<file path="src/rtl/hs_npu_memory_ordering_if.sv">
// Memory-side request/response bundle between the ordering sequencer (master)
// and the NPU AXI4 burst memory interface (slave).
interface hs_npu_memory_ordering_if #(
  parameter int WORDS_PER_REQ = 2
);
  logic                           mem_read_ready_o;
  logic                           mem_write_valid_o;
  logic                           mem_invalidate_o;
  logic [31:0]                    request_address_o;
  logic [WORDS_PER_REQ-1:0][31:0] mem_wdata_o;
  logic [WORDS_PER_REQ-1:0][31:0] mem_rdata_i;
  logic                           mem_valid_i;
  logic                           mem_ready_i;

  modport master (
    output mem_read_ready_o, mem_write_valid_o, mem_invalidate_o,
           request_address_o, mem_wdata_o,
    input  mem_rdata_i, mem_valid_i, mem_ready_i
  );

  modport slave (
    input  mem_read_ready_o, mem_write_valid_o, mem_invalidate_o,
           request_address_o, mem_wdata_o,
    output mem_rdata_i, mem_valid_i, mem_ready_i
  );
endinterface

</file>
<file path="src/rtl/hs_npu_memory_ordering.sv">
// Job sequencer: splits a job into fixed-size bursts, unpacks reads into a word stream
// and packs the write stream into bursts. HS_NPU_MEMORY_ORDERING_STATS_EN adds request counters.
module hs_npu_memory_ordering #(
  parameter int WORDS_PER_REQ = 2,
  parameter int MAX_REQS      = 256,
  localparam int CW           = $clog2(MAX_REQS + 1)
) (
  input  logic          clk,
  input  logic          rst,
  input  logic          job_valid_i,
  output logic          job_ready_o,
  input  logic          job_write_i,
  input  logic [31:0]   job_base_i,
  input  logic [CW-1:0] job_count_i,
  input  logic          job_abort_i,
  output logic          done_o,
  output logic [31:0]   rd_data_o,
  output logic          rd_valid_o,
  input  logic          rd_ready_i,
  input  logic [31:0]   wr_data_i,
  input  logic          wr_valid_i,
  output logic          wr_ready_o,
  hs_npu_memory_ordering_if.master mem
`ifdef HS_NPU_MEMORY_ORDERING_STATS_EN
  ,
  output logic [31:0]   stat_rd_reqs_o,
  output logic [31:0]   stat_wr_reqs_o
`endif
);

  localparam int          IW     = (WORDS_PER_REQ > 1) ? $clog2(WORDS_PER_REQ) : 1;
  localparam logic [31:0] STRIDE = 32'(WORDS_PER_REQ * 4);

  typedef enum logic [2:0] {
    IDLE, RD_REQ, RD_DRAIN, WR_FILL, WR_REQ, WR_WAIT, DONE
  } state_e;

  state_e                         state_q, state_d;
  logic [31:0]                    addr_q, addr_d;
  logic [CW-1:0]                  rem_q, rem_d;
  logic [IW-1:0]                  idx_q, idx_d;
  logic [WORDS_PER_REQ-1:0][31:0] buf_q, buf_d;

  logic        job_ready_q, job_ready_d;
  logic        done_q, done_d;
  logic        rd_valid_q, rd_valid_d;
  logic        wr_ready_q, wr_ready_d;
  logic        rd_req_q, rd_req_d;
  logic        wr_req_q, wr_req_d;
  logic [31:0] req_addr_q, req_addr_d;

  logic abort, last_word, last_req;

  always_comb begin
    state_d   = state_q;
    addr_d    = addr_q;
    rem_d     = rem_q;
    idx_d     = idx_q;
    buf_d     = buf_q;
    abort     = job_abort_i && (state_q != IDLE) && (state_q != DONE);
    last_word = (idx_q == IW'(WORDS_PER_REQ - 1));
    last_req  = (rem_q == CW'(1));

    // Abort wins over any handshake presented in the same cycle.
    if (abort) begin
      state_d = IDLE;
      idx_d   = '0;
    end else begin
      case (state_q)
        IDLE: if (job_valid_i) begin
          addr_d  = job_base_i;
          rem_d   = job_count_i;
          idx_d   = '0;
          if (job_count_i == '0) state_d = DONE;
          else                   state_d = job_write_i ? WR_FILL : RD_REQ;
        end
        RD_REQ: if (mem.mem_valid_i) begin
          buf_d   = mem.mem_rdata_i;
          idx_d   = '0;
          state_d = RD_DRAIN;
        end
        RD_DRAIN: if (rd_ready_i) begin
          if (last_word) begin
            idx_d   = '0;
            rem_d   = rem_q - CW'(1);
            addr_d  = addr_q + STRIDE;
            state_d = last_req ? DONE : RD_REQ;
          end else begin
            idx_d = idx_q + IW'(1);
          end
        end
        WR_FILL: if (wr_valid_i) begin
          buf_d[idx_q] = wr_data_i;
          if (last_word) begin
            idx_d   = '0;
            state_d = WR_REQ;
          end else begin
            idx_d = idx_q + IW'(1);
          end
        end
        // The interface drops ready to show it has taken the burst.
        WR_REQ: if (!mem.mem_ready_i) state_d = WR_WAIT;
        WR_WAIT: if (mem.mem_ready_i) begin
          rem_d   = rem_q - CW'(1);
          addr_d  = addr_q + STRIDE;
          state_d = last_req ? DONE : WR_FILL;
        end
        DONE:    state_d = IDLE;
        default: state_d = IDLE;
      endcase
    end

    job_ready_d = (state_d == IDLE);
    done_d      = (state_d == DONE);
    rd_valid_d  = (state_d == RD_DRAIN);
    wr_ready_d  = (state_d == WR_FILL);
    rd_req_d    = (state_d == RD_REQ);
    wr_req_d    = (state_d == WR_REQ);
    req_addr_d  = (rd_req_d || wr_req_d) ? addr_d : '0;
  end

  always_ff @(posedge clk) begin
    if (rst) begin
      state_q     <= IDLE;
      addr_q      <= '0;
      rem_q       <= '0;
      idx_q       <= '0;
      buf_q       <= '0;
      job_ready_q <= 1'b1;
      done_q      <= 1'b0;
      rd_valid_q  <= 1'b0;
      wr_ready_q  <= 1'b0;
      rd_req_q    <= 1'b0;
      wr_req_q    <= 1'b0;
      req_addr_q  <= '0;
    end else begin
      state_q     <= state_d;
      addr_q      <= addr_d;
      rem_q       <= rem_d;
      idx_q       <= idx_d;
      buf_q       <= buf_d;
      job_ready_q <= job_ready_d;
      done_q      <= done_d;
      rd_valid_q  <= rd_valid_d;
      wr_ready_q  <= wr_ready_d;
      rd_req_q    <= rd_req_d;
      wr_req_q    <= wr_req_d;
      req_addr_q  <= req_addr_d;
    end
  end

  assign job_ready_o           = job_ready_q;
  assign done_o                = done_q;
  assign rd_valid_o            = rd_valid_q;
  assign wr_ready_o            = wr_ready_q;
  assign rd_data_o             = buf_q[idx_q];
  assign mem.mem_read_ready_o  = rd_req_q;
  assign mem.mem_write_valid_o = wr_req_q;
  assign mem.mem_invalidate_o  = abort;
  assign mem.request_address_o = req_addr_q;
  assign mem.mem_wdata_o       = buf_q;

`ifdef HS_NPU_MEMORY_ORDERING_STATS_EN
  logic [31:0] stat_rd_q, stat_rd_d, stat_wr_q, stat_wr_d;

  // A request counts once its data phase finishes without being abandoned.
  always_comb begin
    stat_rd_d = stat_rd_q + 32'(state_q == RD_REQ  && mem.mem_valid_i && !abort);
    stat_wr_d = stat_wr_q + 32'(state_q == WR_WAIT && mem.mem_ready_i && !abort);
  end

  always_ff @(posedge clk) begin
    if (rst) begin
      stat_rd_q <= '0;
      stat_wr_q <= '0;
    end else begin
      stat_rd_q <= stat_rd_d;
      stat_wr_q <= stat_wr_d;
    end
  end

  assign stat_rd_reqs_o = stat_rd_q;
  assign stat_wr_reqs_o = stat_wr_q;
`endif

endmodule

</file>
<file path="src/flat_wrapper.sv">
// flat-port wrapper written by rule: the top's interface ports become plain ports
module hs_npu_memory_ordering_flat 
#(
  parameter int WORDS_PER_REQ = 2,
  parameter int MAX_REQS      = 256,
  localparam int CW           = $clog2(MAX_REQS + 1)
)
  (clk, rst, job_valid_i, job_ready_o, job_write_i, job_base_i, job_count_i, job_abort_i, done_o, rd_data_o, rd_valid_o, rd_ready_i, wr_data_i, wr_valid_i, wr_ready_o, mem_mem_read_ready_o, mem_mem_write_valid_o, mem_mem_invalidate_o, mem_request_address_o, mem_mem_wdata_o, mem_mem_rdata_i, mem_mem_valid_i, mem_mem_ready_i);
  hs_npu_memory_ordering_if #(.WORDS_PER_REQ(WORDS_PER_REQ)) mem_i ();
  input  logic clk;
  input  logic rst;
  input  logic job_valid_i;
  output logic job_ready_o;
  input  logic job_write_i;
  input  logic [31:0] job_base_i;
  input  logic [CW-1:0] job_count_i;
  input  logic job_abort_i;
  output logic done_o;
  output logic [31:0] rd_data_o;
  output logic rd_valid_o;
  input  logic rd_ready_i;
  input  logic [31:0] wr_data_i;
  input  logic wr_valid_i;
  output logic wr_ready_o;
  output wire logic [$bits(mem_i.mem_read_ready_o)-1:0] mem_mem_read_ready_o;
  output wire logic [$bits(mem_i.mem_write_valid_o)-1:0] mem_mem_write_valid_o;
  output wire logic [$bits(mem_i.mem_invalidate_o)-1:0] mem_mem_invalidate_o;
  output wire logic [$bits(mem_i.request_address_o)-1:0] mem_request_address_o;
  output wire logic [$bits(mem_i.mem_wdata_o)-1:0] mem_mem_wdata_o;
  input wire logic [$bits(mem_i.mem_rdata_i)-1:0] mem_mem_rdata_i;
  input wire logic [$bits(mem_i.mem_valid_i)-1:0] mem_mem_valid_i;
  input wire logic [$bits(mem_i.mem_ready_i)-1:0] mem_mem_ready_i;
  assign mem_mem_read_ready_o = mem_i.mem_read_ready_o;
  assign mem_mem_write_valid_o = mem_i.mem_write_valid_o;
  assign mem_mem_invalidate_o = mem_i.mem_invalidate_o;
  assign mem_request_address_o = mem_i.request_address_o;
  assign mem_mem_wdata_o = mem_i.mem_wdata_o;
  assign mem_i.mem_rdata_i = mem_mem_rdata_i;
  assign mem_i.mem_valid_i = mem_mem_valid_i;
  assign mem_i.mem_ready_i = mem_mem_ready_i;
  hs_npu_memory_ordering #(.WORDS_PER_REQ(WORDS_PER_REQ), .MAX_REQS(MAX_REQS)) u_core (.clk(clk), .rst(rst), .job_valid_i(job_valid_i), .job_ready_o(job_ready_o), .job_write_i(job_write_i), .job_base_i(job_base_i), .job_count_i(job_count_i), .job_abort_i(job_abort_i), .done_o(done_o), .rd_data_o(rd_data_o), .rd_valid_o(rd_valid_o), .rd_ready_i(rd_ready_i), .wr_data_i(wr_data_i), .wr_valid_i(wr_valid_i), .wr_ready_o(wr_ready_o), .mem(mem_i));
endmodule
</file>
<file path="config.mk">
export PLATFORM = sky130hd
export DESIGN_NAME = hs_npu_memory_ordering_flat
export DESIGN_NICKNAME = d
export VERILOG_FILES = /design/src/rtl/hs_npu_memory_ordering_if.sv /design/src/rtl/hs_npu_memory_ordering.sv /design/src/flat_wrapper.sv
export SDC_FILE = /design/constraint.sdc
export NUM_CORES = 1
export LEC_CHECK = 0
export ABC_AREA = 1
export CAP_MARGIN = 20
export CORE_ASPECT_RATIO = 1.4
export CORE_MARGIN = 2
export CORE_UTILIZATION = 40
export DETAILED_ROUTE_END_ITERATION = 10
export GPL_TIMING_DRIVEN = 0
export PLACE_DENSITY_LB_ADDON = 0.25
export SETUP_SLACK_MARGIN = 0.1
export SLEW_MARGIN = 20
export SYNTH_ARGS = -nofsm -noshare
export SYNTH_HDL_FRONTEND = slang
export SYNTH_SLANG_ARGS = --single-unit
</file>
<file path="constraint.sdc">
create_clock -name clk -period 3.9 [get_ports clk]
set_input_delay 0.78 -clock clk [delete_from_list [all_inputs] [get_ports clk]]
set_output_delay 0.78 -clock clk [all_outputs]
set_load 0.1 [all_outputs]
</file>
# Word-level counts from Yosys, hierarchy flattened
# Cells that the tools add are included.
# totals
input_bits,146
word_cells,93
regBits,147
out_inout_bits,135
# op_classes
muxes,39
addsub,3
bitwise_logic,2
eq_ne,18
n_lt_le_gt_ge,2
n_reduce_logical,16
# ops
cell,count
$mux 32,8
$mux 64,2
$pmux 64 s2,1
$pmux 32 s3,1
$bwmux 64,1
$mux 3,12
$mux 9,4
$add 32x4->32 const B,1
$demux 32 s1,1
$pmux 9 s3,1
$pmux 3 s6,1
$eq 3x2->1 const B,4
$eq 3x3->1 const B,4
$ne 2x2->1 const B,5
$eq 9x1->1 const B,1
$logic_not 9->1,1
$sub 9x1->9 const B,1
$eq 3x1->1 const B,2
$logic_not 3->1,2
$reduce_and 6->1,1
$reduce_bool 3->1,2
$mux 1,5
$reduce_and 5->1,1
$pmux 1 s4,1
other kinds (13),17

# Longest topological paths before layout
# logic_depth
ltp_word,10
ltp_mapped,15
mapped_depth_nobuf,14

# Worst setup path after synthesis
# OpenSTA, ideal clock, no wires.
# synth_path
path_type,reg-to-output
startpoint,"register u_core.buf_q, in the netlist u_core.mem.mem_wdata_o[18]"
endpoint,output port rd_data_o[18]
setup_slack_ns,1.388
path_stages_with_launch,3
required_time_ns,3.120
arrival_time_ns,1.732
cell_sequence,dfxtp_1 > nand2_1 > nand2_1
# synth_between
elab_chain_cells,2
# synth_rtl
element,line_no,source
from (decl),hs_npu_memory_ordering.sv:42,"logic [WORDS_PER_REQ-1:0][31:0] buf_q, buf_d;"
from (signal assigned),hs_npu_memory_ordering.sv:141,buf_q <= buf_d;
$mux 32 (implied by the code) (2 in a row),hs_npu_memory_ordering.sv:156,assign rd_data_o = buf_q[idx_q];
to (decl),flat_wrapper.sv:19,output logic [31:0] rd_data_o;
# Every way passes these cells. The select of a mux whose other input is x is not followed.

# Worst setup path after layout
# layout_path
startpoint,register u_core.idx_q
endpoint,output port rd_data_o[10]
# layout_between
elab_chain_cells,2
# layout_rtl
element,line_no,source
from (decl),hs_npu_memory_ordering.sv:41,"logic [IW-1:0] idx_q, idx_d;"
from (signal assigned),hs_npu_memory_ordering.sv:140,idx_q <= idx_d;
$mux 32 (implied by the code) (2 in a row),hs_npu_memory_ordering.sv:156,
# Every way passes these cells. The select of a mux whose other input is x is not followed.

==> results.toml <==
[run_status]
outcome = "completed"

[timing]
finalClockSkew_ps = 11.1
finalSetupViolCount = 0
period_minus_slack_ps = 3700
holdWs_ps = 491
timing.fmax_ghz = 0.270
tightest_slew_ps = 1050
timing.setup.tns_ps = 0
slew_violations = 0
maxSlewHeadroom_pct = 29.6
rsz0062_at_grt = "no"
hold_viol_final = 0
fin_crit_sh_pct = 94.9

[yosys]
netlist_top_cells_area = "dfxtp_1 (36%), nand2_1 (17%), nor2_1 (11%)"
syn_area_mm2 = 0.00806
syn_area_per_cell_um2 = 6.35
yosysTopAreaCellShare_pct = 36.5
async_flop_share_pct = 0
syn_inst = 1270
ys_seq_elements = 147
synth.area.mux_share_pct = 0.372
synth_xor_area_share_pct = 0.435
synth_compound_area_share_pct = 17.4
synthDistinctLibCells = 41
synth_area_leader_cell = "dfxtp_1"
synth_edf_count = 0
synth-simple-area-share_pct = 34.8
synth_warnings = 0
synth-adder-area-share_pct = 0.466
synth_top_family_by_area = "simple AND/OR/NAND/NOR gates"
ys_seq_area_share_pct = 36.5
synthesis.nets = 1419
ys.flop_type = "dfxtp_1"

[final_layout]
most-common-layout-cells = "nand2_1 (356), clkdlybuf4s50_1 (277), nor2_1 (226)"
instances_no_fill = 1835
nNetsFinal = 1718
fin_util_pct = 59.3
final_common_cell = "nand2_1"
drive_above_1_share_pct = 8.10
syn_to_final_growth_pct = 46.1
fillers = 1930

[clock_network]
h-tree-depth = 4
cts_hold_buf = 0
path_clk_slew_ps = 60
clk_latency_ps = 440
clock-sinks = 147
cts_tree = "yes"
cts_root_buf = "clkbuf_16"
cts_made_buffers = 17
clock_path_buffers = 2

[placement]
gp_congestion = 0.969
io_buffers = 280
dp_cells = 1802
hpwl_um = 23100

[floorplanning]
die_h_um = 172
fp.dieArea_mm2 = 0.0213
start_util_pct = 40.6
ios = 281
rows = 61
dieWidth_um = 124
core-area_mm2 = 0.0198

[job]
maxCapViolCount = 0

[global_route]
grt_pass1_vias = 9008
antenna_found_initial = 1
grt_usage_pct = 27.6
grt_pass1_wl_um = 45100
grt_max_degree = 17
grt-ovfl-total = 0

[detailed_routing]
viasPerCell = 5.05
dr.pass1.iters = 5
ant_nets = 0
routed_wirelength_um = 29600
wl_per_cell_um = 16.1
drt_iter0_drc = 601
drc = 0
vias = 9268

[critical_path]
reg2reg_setup_slack_ps = 1770
worst_r2r_startpoint = "u_core.addr_q[4]"
start_kind = "register"
critPathRequiredTime_ps = 3120
worstPathArrival_ps = 2920
reg2reg_to = "u_core.mem.request_address_o[29]"
reg2reg_depth = 12
worstSetupPathType = "reg2out"
worst_setup_path_end_kind = "primary output"
path_max_fanout = 10

[min_path]
hold_path_startpoint = "u_core.addr_q[1]"
min_path_type = "reg2reg"
hold-path-endpoint = "u_core.addr_q[1]"
hold-path-cell-count = 2

[power_and_ir_drop]
power_density_mw_per_mm2 = 576
p_leak_uw = 0.00533
vdd_drop_max_mv = 0.377
[synthesized netlist by cell type (2+ instances only)]
cell      number
nand2_1      356
buf_4         12
nand2_2        7
buf_6          3
clkinv_1       3
ha_1           3
clkbuf_1      26
xor2_1         3
nor2_2         3
mux2i_1        3
a22oi_1       18
nand3_1       44
a31oi_1        5
buf_2         19
nor2_4         7
nor3_1        12
o21ai_1        7
inv_1        111
nand4_2        3
nand4_1        7
dfxtp_1      147
nor2_1       226
a21oi_1       23
o31ai_1        6
a21oi_2       24
o21ai_0      160
inv_2         11
nand3b_1       2
buf_1          3
nand3_2        4
inv_4          2
[metal layers]
metal / vias up / GRT usage [%] / wire length [um] / part of all wire (%)
li1: 4637 / - / - / -
met4: 0 / 11.7 / 1070 / 3.6
met3: 60 / 7.09 / 2320 / 7.8
met2: 357 / 52.1 / 15500 / 52
met1: 4214 / 28.3 / 10700 / 36
met5: - / 0 / 0 / 0
[worst max-delay path, stage by stage, from the launching register on]
cell and delay (ps):
dfxtp_1 290, buf_4 170, inv_2 140, clkbuf_1 540
nand2_1 130, nand2_1 90, clkdlybuf4s50_1 1120
[stage by stage]
step | setup WS [ps] | total power [uW] | area [um^2]
after CTS | 165 | 6800 | 11800
after detailed placement | 383 | 5160 | 11200
final | 201 | 6790 | 11800
after global routing | 105 | 7080 | 11800
after floorplan | 1390 | 4270 | 8060
after global placement | 370 | 5140 | 11200
[kinds of logic after synthesis]
group / after synthesis
simple gates: 676
compound gates: 247
buf+inv: 190
flops: 147
xor+xnor: 4
mux: 3
fa+ha+maj: 3
[registers in the layout, summed over array words and instances, names as in the netlist]
register and flops:
u_core.done_o 1, u_core.mem.mem_write_valid_o 1, u_core.rd_valid_o 1, u_core.mem.mem_wdata_o 64
u_core.wr_ready_o 1, u_core.mem.request_address_o 32, u_core.job_ready_o 1, u_core.state_q 3
u_core.mem.mem_read_ready_o 1, u_core.rem_q 9, u_core.addr_q 32, u_core.idx_q 1
[power by group]
group | internal (uW) | switching [uW] | leakage (uW)
Sequential | 1710 | 182 | 0.00120
Combinational | 825 | 2430 | 0.00385
Clock | 975 | 665 | 0.000275
[layout make-up]
| cell class | instances | area [um^2] | area share [%] |
|---|---|---|---|
| Timing Repair Buffer | 280 | 2810 | 23.9 |
| Inverter | 127 | 482 | 4.09 |
| Clock inverter | 11 | 126 | 1.07 |
| Buffer | 63 | 328 | 2.78 |
| Antenna cell | 2 | 5.00 | 0.0425 |
| Multi-Input combinational cell | 933 | 4310 | 36.6 |
| Clock buffer | 20 | 457 | 3.88 |
| Tap cell | 252 | 315 | 2.68 |
| Sequential cell | 147 | 2940 | 25.0 |
[how the worst max path moves through the flow]
stage | start | to | slack [ps] | depth (start not counted)
2_1_floorplan | u_core.mem.mem_wdata_o[18] | rd_data_o[18] | 1390 | 2
3_3_place_gp | job_abort_i | mem_mem_invalidate_o | 370 | 4
3_5_place_dp | job_abort_i | mem_mem_invalidate_o | 380 | 4
4_1_cts | u_core.idx_q | rd_data_o[7] | 160 | 6
5_1_grt | u_core.idx_q | rd_data_o[6] | 110 | 6
6_report | u_core.idx_q | rd_data_o[10] | 200 | 6
[timing repair]
| action | 4_1_cts | 5_1_grt |
|---|---|---|
| setup buffers | 0 | 0 |
| setup endpoints to repair | 0 | 3 |
| resized for setup | 0 | 3 |
No activity file was read; power rests on OpenSTA's default activity.
